===== config.mk =====
export PLATFORM = sky130hd
export DESIGN_NAME = pipe_hazard_unit_flat
export DESIGN_NICKNAME = d
export VERILOG_FILES = /design/src/rtl/pipe_hazard_if.sv /design/src/rtl/pipe_hazard_unit.sv /design/src/flat_wrapper.sv
export SDC_FILE = /design/constraint.sdc
export NUM_CORES = 1
export LEC_CHECK = 0
export ABC_AREA = 1
export CORE_MARGIN = 1.5
export CORE_UTILIZATION = 27
export CTS_BUF_LIST = sky130_fd_sc_hd__clkbuf_4 sky130_fd_sc_hd__clkbuf_8
export CTS_CLUSTER_SIZE = 28
export DETAILED_ROUTE_END_ITERATION = 10
export GPL_ROUTABILITY_DRIVEN = 0
export PLACE_DENSITY = 0.54
export SLEW_MARGIN = 15
export SYNTH_ARGS = -nofsm -noshare
export SYNTH_HDL_FRONTEND = slang
export SYNTH_SLANG_ARGS = --single-unit
export TNS_END_PERCENT = 1

===== constraint.sdc =====
create_clock -name Clock -period 1.6 [get_ports Clock]
set_input_delay 0.24 -clock Clock [delete_from_list [all_inputs] [get_ports Clock]]
set_output_delay 0.24 -clock Clock [all_outputs]
set_load 0.05 [all_outputs]

===== src/rtl/pipe_hazard_if.sv =====
// ============================================================================
// pipe_hazard_if : ID-stage decode fields in, hazard controls out
// Revision 1.0
// ============================================================================
`default_nettype none

interface pipe_hazard_if #(
   parameter int AW  = 5,
   parameter int FSW = 3
);
   logic          id_valid;
   logic [AW-1:0] id_rs;
   logic [AW-1:0] id_rt;
   logic          id_use_rs;
   logic          id_use_rt;
   logic          id_wreg;
   logic [AW-1:0] id_rn;
   logic          id_m2reg;
   logic          flush;
   logic          stall;
   logic          pc_we;
   logic          ifid_we;
   logic          idexe_kill;
   logic [FSW-1:0] fwd_a_sel;
   logic [FSW-1:0] fwd_b_sel;
   logic [31:0]   stall_count;

   modport master (
      output id_valid, id_rs, id_rt, id_use_rs, id_use_rt,
             id_wreg, id_rn, id_m2reg, flush,
      input  stall, pc_we, ifid_we, idexe_kill, fwd_a_sel, fwd_b_sel, stall_count
   );

   modport slave (
      input  id_valid, id_rs, id_rt, id_use_rs, id_use_rt,
             id_wreg, id_rn, id_m2reg, flush,
      output stall, pc_we, ifid_we, idexe_kill, fwd_a_sel, fwd_b_sel, stall_count
   );
endinterface

`default_nettype wire


===== src/rtl/pipe_hazard_unit.sv =====
// ============================================================================
// pipe_hazard_unit : scoreboard-based load-use stall / forwarding controller
// Optional feature macro: HAZARD_FWD_EN (forwarding selects + ready-by-slot)
// Revision 1.0
// ============================================================================
`default_nettype none

module pipe_hazard_unit #(
   parameter int AW        = 5,
   parameter int DEPTH     = 3,
   parameter int LOAD_SLOT = 1,
   parameter int FSW       = 3
) (
   input  logic         Clock,
   input  logic         Resetn,
   pipe_hazard_if.slave hz
);

   logic [DEPTH-1:0] v_q, v_d;
   logic [DEPTH-1:0] wreg_q, wreg_d;
   logic [DEPTH-1:0] m2reg_q, m2reg_d;
   logic [AW-1:0]    rn_q [DEPTH];
   logic [AW-1:0]    rn_d [DEPTH];
   logic [31:0]      stall_count_q, stall_count_d;

   logic           a_hit, b_hit;
   logic [FSW-1:0] a_slot, b_slot;
   logic           a_ld, b_ld;
   logic           a_rdy, b_rdy;
   logic           stall;
   logic           insert;

   // Descending scan so the youngest (lowest-index) match is the one kept.
   always_comb begin
      a_hit  = 1'b0;
      a_slot = '0;
      a_ld   = 1'b0;
      b_hit  = 1'b0;
      b_slot = '0;
      b_ld   = 1'b0;
      for (int k = DEPTH - 1; k >= 0; k--) begin
         if (v_q[k] && wreg_q[k] && hz.id_use_rs && (hz.id_rs != '0) && (rn_q[k] == hz.id_rs)) begin
            a_hit  = 1'b1;
            a_slot = FSW'(k);
            a_ld   = m2reg_q[k];
         end
         if (v_q[k] && wreg_q[k] && hz.id_use_rt && (hz.id_rt != '0) && (rn_q[k] == hz.id_rt)) begin
            b_hit  = 1'b1;
            b_slot = FSW'(k);
            b_ld   = m2reg_q[k];
         end
      end
   end

`ifdef HAZARD_FWD_EN
   assign a_rdy        = !a_hit || !a_ld || (a_slot >= FSW'(LOAD_SLOT));
   assign b_rdy        = !b_hit || !b_ld || (b_slot >= FSW'(LOAD_SLOT));
   assign hz.fwd_a_sel = a_hit ? (a_slot + 1'b1) : '0;
   assign hz.fwd_b_sel = b_hit ? (b_slot + 1'b1) : '0;
`else
   // Without forwarding only the write-before-read WB slot is safe to read.
   logic unused_ld;
   assign unused_ld    = a_ld ^ b_ld;
   assign a_rdy        = !a_hit || (a_slot == FSW'(DEPTH - 1));
   assign b_rdy        = !b_hit || (b_slot == FSW'(DEPTH - 1));
   assign hz.fwd_a_sel = '0;
   assign hz.fwd_b_sel = '0;
`endif

   assign stall          = hz.id_valid && !(a_rdy && b_rdy);
   assign insert         = hz.id_valid && !stall && !hz.flush;
   assign hz.stall       = stall;
   assign hz.pc_we       = !stall;
   assign hz.ifid_we     = !stall;
   assign hz.idexe_kill  = stall || hz.flush;
   assign hz.stall_count = stall_count_q;

   always_comb begin
      v_d        = {v_q[DEPTH-2:0], insert};
      wreg_d     = {wreg_q[DEPTH-2:0], insert && hz.id_wreg};
      m2reg_d    = {m2reg_q[DEPTH-2:0], insert && hz.id_m2reg};
      rn_d[0]    = insert ? hz.id_rn : '0;
      for (int k = 1; k < DEPTH; k++) begin
         rn_d[k] = rn_q[k-1];
      end
      stall_count_d = stall_count_q;
      if (stall && (stall_count_q != '1)) begin
         stall_count_d = stall_count_q + 32'd1;
      end
   end

   always_ff @(posedge Clock or negedge Resetn) begin
      if (!Resetn) begin
         v_q           <= '0;
         wreg_q        <= '0;
         m2reg_q       <= '0;
         stall_count_q <= '0;
         for (int k = 0; k < DEPTH; k++) begin
            rn_q[k] <= '0;
         end
      end else begin
         v_q           <= v_d;
         wreg_q        <= wreg_d;
         m2reg_q       <= m2reg_d;
         stall_count_q <= stall_count_d;
         for (int k = 0; k < DEPTH; k++) begin
            rn_q[k] <= rn_d[k];
         end
      end
   end

endmodule

`default_nettype wire


===== src/flat_wrapper.sv =====
// flat-port wrapper written by rule: the top's interface ports become plain ports
module pipe_hazard_unit_flat 
#(
   parameter int AW        = 5,
   parameter int DEPTH     = 3,
   parameter int LOAD_SLOT = 1,
   parameter int FSW       = 3
)
  (Clock, Resetn, hz_id_valid, hz_id_rs, hz_id_rt, hz_id_use_rs, hz_id_use_rt, hz_id_wreg, hz_id_rn, hz_id_m2reg, hz_flush, hz_stall, hz_pc_we, hz_ifid_we, hz_idexe_kill, hz_fwd_a_sel, hz_fwd_b_sel, hz_stall_count);
  pipe_hazard_if #(.AW(AW), .FSW(FSW)) hz_i ();
  input  logic Clock;
  input  logic Resetn;
  input wire logic [$bits(hz_i.id_valid)-1:0] hz_id_valid;
  input wire logic [$bits(hz_i.id_rs)-1:0] hz_id_rs;
  input wire logic [$bits(hz_i.id_rt)-1:0] hz_id_rt;
  input wire logic [$bits(hz_i.id_use_rs)-1:0] hz_id_use_rs;
  input wire logic [$bits(hz_i.id_use_rt)-1:0] hz_id_use_rt;
  input wire logic [$bits(hz_i.id_wreg)-1:0] hz_id_wreg;
  input wire logic [$bits(hz_i.id_rn)-1:0] hz_id_rn;
  input wire logic [$bits(hz_i.id_m2reg)-1:0] hz_id_m2reg;
  input wire logic [$bits(hz_i.flush)-1:0] hz_flush;
  output wire logic [$bits(hz_i.stall)-1:0] hz_stall;
  output wire logic [$bits(hz_i.pc_we)-1:0] hz_pc_we;
  output wire logic [$bits(hz_i.ifid_we)-1:0] hz_ifid_we;
  output wire logic [$bits(hz_i.idexe_kill)-1:0] hz_idexe_kill;
  output wire logic [$bits(hz_i.fwd_a_sel)-1:0] hz_fwd_a_sel;
  output wire logic [$bits(hz_i.fwd_b_sel)-1:0] hz_fwd_b_sel;
  output wire logic [$bits(hz_i.stall_count)-1:0] hz_stall_count;
  assign hz_i.id_valid = hz_id_valid;
  assign hz_i.id_rs = hz_id_rs;
  assign hz_i.id_rt = hz_id_rt;
  assign hz_i.id_use_rs = hz_id_use_rs;
  assign hz_i.id_use_rt = hz_id_use_rt;
  assign hz_i.id_wreg = hz_id_wreg;
  assign hz_i.id_rn = hz_id_rn;
  assign hz_i.id_m2reg = hz_id_m2reg;
  assign hz_i.flush = hz_flush;
  assign hz_stall = hz_i.stall;
  assign hz_pc_we = hz_i.pc_we;
  assign hz_ifid_we = hz_i.ifid_we;
  assign hz_idexe_kill = hz_i.idexe_kill;
  assign hz_fwd_a_sel = hz_i.fwd_a_sel;
  assign hz_fwd_b_sel = hz_i.fwd_b_sel;
  assign hz_stall_count = hz_i.stall_count;
  pipe_hazard_unit #(.AW(AW), .DEPTH(DEPTH), .LOAD_SLOT(LOAD_SLOT), .FSW(FSW)) u_core (.Clock(Clock), .Resetn(Resetn), .hz(hz_i));
endmodule

Word level (Yosys, flattened, before mapping)
Cells that the tools add are included.
{"block": "word_totals", "register_bits": 53, "latchBits": 0, "ramBits": 0, "romBits": 0, "memories": 0}
{"block": "classes", "addsub": 1, "mul": 0, "div_mod_pow": 0, "magnitude_cmp": 0, "eq_ne": 9, "n_shift": 0, "mux": 13, "n_bitwise": 0, "reduce_logical": 37}
{"op": "$add 32x1->32 const B", "count": 1}
{"op": "$ne 32x32->1 const B", "count": 1}
{"op": "$eq 5x5->1", "count": 6}
{"op": "$logic_and 1x1->1", "count": 27}
{"op": "$mux 2", "count": 6}
{"op": "$reduce_bool 5->1", "count": 2}
{"op": "$mux 1", "count": 6}
{"op": "$logic_not 1->1", "count": 5}
{"op": "$mux 5", "count": 1}
{"op": "$eq 2x2->1 const B", "count": 2}
{"op": "$logic_or 1x1->1", "count": 3}

Logic depth before layout (Yosys ltp)
Gate-level depths: netlist of the first run.
{"block": "depth", "ltp_word": 16, "mapped_depth": 12}

Worst setup path after synthesis of the first run
OpenSTA, ideal clock, no wires.
{"block": "synth_path", "path_type": "register -> register", "start": "register u_core.stall_count_q[0] (netlist: u_core.hz.stall_count[0])", "end": "register u_core.stall_count_q[2] (netlist: u_core.hz.stall_count[2])", "setup_time_ns": 0.067, "arrival_time_ns": 2.041, "setup_slack_ns": -0.507, "path_stages_with_launch": 11, "path_buffers": 1, "period_less_slack_ns": 2.107, "path_cell_list": "dfrtp_1 > ha_1 > nand3_2 > nor2_4 > nand3_1 > nor2_2 > nand4_2 > nand3_2 > buf_6 > nand2_1 > nand2_1"}
{"block": "synth_via", "elab_chain_cells": 2, "elab_cells_between_ends": 3, "cone_classes": "add/sub: 1; eq/ne: 1; reduce/logical: 1"}
{"element": "start: declaration", "line": "pipe_hazard_unit.sv:24", "rtl": "logic [31:0] stall_count_q, stall_count_d;"}
{"element": "start signal: assignment", "line": "pipe_hazard_unit.sv:105", "rtl": "stall_count_q <= stall_count_d;"}
{"element": "parallel branches: the longest is 2 deep, another holds $add 32x1->32"}
Parallel ways; which one is timed is not known.
A chain may end at the register's enable or synchronous reset.

Worst setup path in the final report of the first run
{"block": "layout_path", "start": "register u_core.rn_q, in the netlist u_core.rn_d[6]", "end": "output port hz_idexe_kill"}
{"block": "layout_via", "elab_chain_cells": 9, "elab_cells_between_ends": 18, "cone_classes": "eq/ne: 4; mux: 4; reduce/logical: 10"}
{"element": "start: declaration", "line": "pipe_hazard_unit.sv:22", "rtl": "logic [AW-1:0] rn_q [DEPTH];"}
{"element": "start signal: indexed assignment", "line": "pipe_hazard_unit.sv:107", "rtl": "rn_q[k] <= rn_d[k];"}
{"element": "$eq 5x5->1, on equally long branches", "line": "pipe_hazard_unit.sv:42, pipe_hazard_unit.sv:47"}
{"element": "$logic_and 1x1->1, on equally long branches", "line": "pipe_hazard_unit.sv:42, pipe_hazard_unit.sv:47"}
{"element": "$mux 2, or another cell as far along", "line": "pipe_hazard_unit.sv:42", "rtl": "if (v_q[k] && wreg_q[k] && hz.id_use_rs && (hz.id_rs != '0) && (rn_q[k] == hz.id_rs)) begin"}
{"element": "$eq 2x2->1, or another cell as far along", "line": "pipe_hazard_unit.sv:64", "rtl": "assign a_rdy = !a_hit || (a_slot == FSW'(DEPTH - 1));"}
{"element": "$logic_or 1x1->1, on equally long branches", "line": "pipe_hazard_unit.sv:64, pipe_hazard_unit.sv:65"}
{"element": "$logic_and 1x1->1 (*)", "line": "pipe_hazard_unit.sv:70", "rtl": "assign stall = hz.id_valid && !(a_rdy && b_rdy);"}
{"element": "$logic_not 1->1 (*)", "line": "pipe_hazard_unit.sv:70"}
{"element": "$logic_and 1x1->1 (*)", "line": "pipe_hazard_unit.sv:70"}
{"element": "$logic_or 1x1->1 (*)", "line": "pipe_hazard_unit.sv:75", "rtl": "assign hz.idexe_kill = stall || hz.flush;"}
{"element": "end: declaration", "line": "flat_wrapper.sv:25", "rtl": "output wire logic [$bits(hz_i.idexe_kill)-1:0] hz_idexe_kill;"}
Every way passes the cells marked *; elsewhere a longest branch is shown, timed or not.

==> run metrics, run 1 <==
vias=3507; Fin. Hold Viols=0; critical path launch point type=register; peak supply drop=0.0002837 V; htree depth=2; Detailed Place HPWL=7538 microns; final period utilization=117.3%; drt via density=4.676; Distinct cells, synth=21; Worst-Margin Slew=0.5158 ns; Yosys reg bits=46; Max Cap Viol=0; Remaining Overflow, GRT=0; crit path capture type=output pin; Reg area=1157 sq um; max-slew violation count=0; 1st-pass router iterations=4; Die Ht=110.9 microns; clock tree buffer depth=2; clk slew on worst S/H paths=0.09 ns; global-route wire length before repair=17090 microns; WP data required=1.36 ns; CORE AREA=11370 sq um; n_diodes=0; Ys Warns=0; drt total wl=9845 microns; Min-Delay Path Class=reg -> reg; CTS tree=yes; die width=110.9 microns; pwr dens=496.7 nW/um^2; Initial Util=27.63%; die footprint=12290 sq um; Num CTS Buffers=5; largest net degree at the start of global routing=33; final setup margin=-0.2762 ns; Leak=2.410 nW; Root Buffer=clkbuf_8; failing checks=negative setup slack; initial antenna violation count=0; wire per inst=13.13 microns; Fillers=1191; status=complete, but fails checks; Clock Sink Count=46; worst skew pair latency=0.31 ns; Mapped Area=3142 sq um; Tmin final=1.876 ns; nets@finish=630; initial DRC count=215; port bufs=57; Total Power=2.381 mW; Detail Route Antenna Nets=0; async set-or-reset flop fraction in the synthesized netlist=100.0%; Max-slew headroom=65.61%; Seq/Total Area, Yosys=36.64%; critical path class=reg -> out; share of post-route cells with drive strength above 1=23.06%; Worst Skew=0.01661 ns; number of global-route vias before repair=3554; fmax=0.5330 GHz; # IOs=65; RSZ-0062 raised after global routing=true; Area Overhead vs Synth=52.61%; DP Area=4613 sq um; Post-synth EDFFs=0; drc violations=0; total track usage=16.80%; Syn Area/Cell=6.399 sq um; num rows=39; Main synth FF type=dfrtp_1; data arrival time of the critical path=1.64 ns; crit path max fanout=4; Synth Instances=491; multi-input logic area=1790 sq um; Final Instance Area=4795 sq um; final setup fails=36
metrics by stage:
step	hold WS, ns	TNS [ns]	setup slack, ns	utilization [%]	instances
after floorplan	-0.05559	-7.693	-0.2334	-	496
after global placement	0.2252	-18.81	-0.5412	40.57	739
after detailed placement	0.2326	-19.26	-0.5622	40.57	739
after CTS	0.3895	-4.434	-0.3147	41.88	750
after global routing	0.3924	-7.827	-0.3918	42.17	750
final	0.3843	-3.331	-0.2762	42.17	750
metal layers:
metal	global-route usage [%]	part of all wire [%]	vias up	wire length [microns]
met5	0	0	-	0
met4	4.359	2.1	0	202
met3	2.788	5.3	15	523
met2	29.51	48	101	4772
met1	21.39	44	1646	4346
li1	-	-	1745	-
worst max-delay path, cell delays in order (launching register included):
cell and delay [ns]:
dfrtp_1 0.42, nand2_1 0.08, nand2_1 0.06, nor2_2 0.14
nand3_1 0.09, nand2_1 0.08, nand2_2 0.08, nand2_4 0.09
nand2_4 0.07, nand2_2 0.09, buf_12 0.13
final cells by class:
type | instances | area share (%)
Multi-Input combinational cell | 391 | 37.34
Clock buffer | 5 | 1.435
Tap cell | 143 | 3.732
Inverter | 39 | 3.132
Timing Repair Buffer | 123 | 29.28
Clock inverter | 3 | 0.9395
Sequential cell | 46 | 24.14
state kept, by name (all words and copies together) (netlist names):
signal and cells:
u_core.wreg_q 2, u_core.rn_d 10, u_core.hz.stall_count 32, u_core.v_q 2
cells by family after synthesis:
logic type / count (synthesis) / synth area share, %
AND/OR/NAND/NOR: 369 / 49.94
other: 1 / 0.1194
flip-flops: 46 / 36.64
adder cells (fa/ha/maj): 1 / 0.3982
XOR/XNOR: 15 / 4.181
buffers and inverters: 59 / 8.721
worst paths after layout:
check,cells after the start,endpoint,slack (ns),from
worst max-delay path,10,hz_idexe_kill,-0.28,u_core.rn_d[6]$_DFF_PN0_
worst min-delay path,0,u_core.v_q[1]$_DFF_PN0_,0.38,u_core.v_q[0]$_DFF_PN0_
worst min register to register,0,u_core.v_q[1]$_DFF_PN0_,0.38,u_core.v_q[0]$_DFF_PN0_
min in group asynchronous,2,u_core.hz.stall_count[9]$_DFFE_PN0P_,0.42,Resetn
worst max register to register,12,u_core.hz.stall_count[12]$_DFFE_PN0P_,-0.09,u_core.rn_d[6]$_DFF_PN0_
max in group asynchronous,3,u_core.rn_d[3]$_DFF_PN0_,0.66,Resetn
what timing repair did:
action	in CTS	in global routing
hold endpoints to repair	17	0
pin swaps	1	10
hold buffers	1	0
setup buffers	2	0
resized for setup	9	16
endpoints found under the setup margin	36	36
cells in the mapped netlist (2+ instances only):
master / instances / area, sq um
nor3_1: 3 / 15.01
nor2_1: 68 / 255.2
nand3_1: 12 / 60.06
xnor2_1: 4 / 35.03
nor2_2: 2 / 12.51
clkbuf_1: 4 / 15.01
buf_2: 3 / 15.01
xor2_1: 11 / 96.34
buf_6: 3 / 33.78
nand4_1: 33 / 206.5
buf_1: 3 / 11.26
inv_1: 39 / 146.4
nand2_1: 234 / 878.3
nand3b_1: 13 / 97.59
dfrtp_1: 46 / 1151
nand3_2: 2 / 20.02
buf_4: 7 / 52.55
power breakdown:
part	internal [mW]	total (mW)	switching, mW	leakage, nW
Clock	0.465	0.902	0.436	0.0504
Sequential	1.18	1.19	0.0143	0.626
Combinational	0.114	0.287	0.173	1.73
Total	1.76	2.38	0.624	2.41
layout by cell type (no fill, tap or decap), types with 6 or more instances in the layout:
cell type        instances
conb_1                   6
nor2_2                   8
xor2_1                  11
nor2_1                  62
inv_1                   34
nand2_1                227
buf_12                  34
dfrtp_1                 41
nand4_1                 33
nand3b_1                13
buf_4                   67
clkdlybuf4s50_1         12
nand3_1                 12
No activity file was read; power rests on OpenSTA's default activity.
==> run 2: changes to the inputs <==
--- a/config.mk
+++ b/config.mk
@@ -6,7 +6,7 @@
 export NUM_CORES = 1
 export LEC_CHECK = 0
 export ABC_AREA = 1
-export CORE_MARGIN = 1.5
+export CORE_MARGIN = 4
 export CORE_UTILIZATION = 27
 export CTS_BUF_LIST = sky130_fd_sc_hd__clkbuf_4 sky130_fd_sc_hd__clkbuf_8
 export CTS_CLUSTER_SIZE = 28
==> run 2 against run 1 <==
  * The flow still finishes with violations (negative setup slack)
  * Sequential power about the same
  * Design area is 0.31% higher
  * Sequential share of layout area fell by 0.075 points
  * Combinational power grew 2%
  * Worst setup slack worse by 0.0046 ns
  * Hold slack better by 0.0039 ns
  * Die area increased by 9.2%
  * Global-route usage is 0.93 points lower
  * Via count hardly changed
  * Register-to-register slack lost 0.10 ns
  * Fmax fell by 0.24%
==> run metrics, run 2 (same netlist as run 1, synthesis figures left out) <==
Detailed Place HPWL=7908 microns; data arrival time of the critical path=1.64 ns; CTS tree=yes; power share of the clock group=34.3%; largest net degree at the start of global routing=33; Logic pwr share=12.9%; Num CTS Buffers=5; switching pwr=0.6489 mW; FF-to-FF Start=u_core.rn_d[8]$_DFF_PN0_; Clock Sink Count=46; cell internal pwr=1.610 mW; fmax=0.5317 GHz; global-route wire length before repair=17140 microns; final period utilization=117.5%; setup TNS=-6.622 ns; n_diodes=0; Worst Skew=0.01152 ns; Min-Delay Path Class=reg -> reg; R2R Setup Slk=-0.19 ns; die footprint=13430 sq um; Leak=2.433 nW; htree depth=2; Max Cap Viol=0; worst path cell trace=inv_1 > nand2_1 > nand2_1 > nor2_2 > nand3_1 > nand2_1 > nand2_2 > nand2_2 > nand2_4 > clkinvlp_4 > buf_12; register share of total power=52.8%; total track usage=15.87%; Fillers=1197; drt total wl=10370 microns; Worst Path Buf+Inv=3; max reg flops=32; Max-slew headroom=66.09%; vias=3504; HP Start=u_core.v_q[0]$_DFF_PN0_; 1st-pass router iterations=7; most used cell, CP=nand2_1; max incr delay on CP=0.41 ns; Worst Hold Slack=0.3882 ns; clock tree buffer depth=2; Worst-Margin Slew=0.5086 ns; port bufs=57; Total Power=2.258 mW; Fin. Hold Viols=0; Detail Route Antenna Nets=0; DP Area=4643 sq um; # IOs=65; R2R cell count=14; switching part of the total power=28.73%; initial antenna violation count=0; critical path launch point type=register; CORE AREA=11420 sq um; max-slew violation count=0; peak supply drop=0.0003294 V; drc violations=0; drt via density=4.641; pwr dens=469.6 nW/um^2; num rows=39; Tmin final=1.881 ns; Remaining Overflow, GRT=0; wire per inst=13.74 microns; final setup margin=-0.2808 ns; RSZ-0062 raised after global routing=true; final setup fails=36; Root Buffer=clkbuf_8; Initial Util=27.51%; Final Instance Area=4810 sq um; clk slew on worst S/H paths=0.10 ns; CP max-delay cell=dfrtp_1; number of global-route vias before repair=3582; Die Ht=115.9 microns; worst skew pair latency=0.31 ns; pre-CTS WS=-0.5302 ns; Area Overhead vs Synth=53.09%; crit path capture type=output pin; most common library cell in the layout ignoring fill and taps=nand2_1; status=complete, but fails checks; die width=115.9 microns; nets@finish=635; initial DRC count=225; worst hold endpoint=u_core.v_q[1]$_DFF_PN0_; crit path max fanout=4; reg-to-reg critical path endpoint=u_core.hz.stall_count[14]$_DFFE_PN0P_; commonest cells after routing, fill and taps aside=nand2_1 (227), buf_4 (72), nor2_1 (64); WP data required=1.36 ns; cell class contributing the biggest share of worst-path delay=simple AND/OR/NAND/NOR gates; failing checks=negative setup slack; critical path class=reg -> out; Hold Crit Depth=0; share of post-route cells with drive strength above 1=23.37%
run 2: changes by cell type in the layout (fill, tap and decap cells not counted):
cell	delta
inv_6	+1
clkdlybuf4s50_1	-2
bufinv_16	-1
nor2_1	+2
dlymetal6s2s_1	-1
dlygate4sd2_1	+3
buf_4	+5
nor2_2	-2
clkinvlp_4	-1
nand4_4	+1
nand4_2	-1
clkinv_4	+1
run 2: area by class of cell:
| class | instances | area (sq um) | area share [%] |
|---|---|---|---|
| well taps | 143 | 178.9 | 3.720 |
| clock buffers | 5 | 68.82 | 1.431 |
| clock inverters | 3 | 25.02 | 0.5203 |
| inverters | 39 | 150.1 | 3.122 |
| repair buffers | 128 | 1435 | 29.84 |
| flip-flops and latches | 46 | 1157 | 24.06 |
| multi-input cells | 391 | 1794 | 37.30 |
run 2: stage by stage:
| stage | utilization, % | std cells |
|---|---|---|
| 2_1_floorplan | - | 496 |
| 3_3_place_gp | 40.66 | 743 |
| 3_5_place_dp | 40.66 | 743 |
| 4_1_cts | 41.84 | 754 |
| 5_1_grt | 42.12 | 755 |
| 6_report | 42.12 | 755 |
run 2: routing by layer:
metal / share of wire [%] / vias to the layer above / global-route usage (%)
met4: 1.7 / 0 / 3.867
met2: 49 / 104 / 27.46
met3: 5.9 / 17 / 2.715
met5: 0 / - / 0
li1: - / 1759 / -
met1: 43 / 1624 / 20.64
run 2: repair_timing:
| item | in CTS | in global routing |
|---|---|---|
| pin swaps | 1 | 8 |
| hold buffers | 1 | 0 |
| gates resized for setup | 13 | 13 |
| setup buffers | 2 | 1 |
| endpoints found under the hold margin | 18 | 0 |
| cloned | 0 | 0 |
| endpoints found under the setup margin | 36 | 36 |
run 2: power by group through the flow:
stage	registers, mW	clock network [mW]	logic [mW]
finish	1.19	0.774	0.292
global route	1.20	0.857	0.320
CTS	1.19	0.807	0.290
detailed placement	1.22	0	0.290
global placement	1.21	0	0.286
floorplan	1.22	0	0.130
run 2: worst max-delay path by stage:
| stage | start | end | slack [ns] | depth (start not counted) |
|---|---|---|---|---|
| after floorplan | u_core.hz.stall_count[0]$_DFFE_PN0P_ | u_core.hz.stall_count[18]$_DFFE_PN0P_ | -0.23 | 10 |
| after global routing | u_core.rn_d[5]$_DFF_PN0_ | hz_stall | -0.40 | 11 |
| after CTS | u_core.rn_d[9]$_DFF_PN0_ | hz_idexe_kill | -0.28 | 11 |
| after global placement | hz_id_rt[4] | hz_idexe_kill | -0.52 | 12 |
| final | u_core.rn_d[8]$_DFF_PN0_ | hz_stall | -0.28 | 11 |
| after detailed placement | hz_id_rt[4] | hz_idexe_kill | -0.53 | 12 |
==> run 3: changes to the inputs <==
--- a/config.mk
+++ b/config.mk
@@ -6,6 +6,7 @@
 export NUM_CORES = 1
 export LEC_CHECK = 0
 export ABC_AREA = 1
+export CAP_MARGIN = 15
 export CORE_MARGIN = 4
 export CORE_UTILIZATION = 27
 export CTS_BUF_LIST = sky130_fd_sc_hd__clkbuf_4 sky130_fd_sc_hd__clkbuf_8
==> results of run 3 <==
Same layout as run 2: the final DEF is identical, and so are final timing and power.
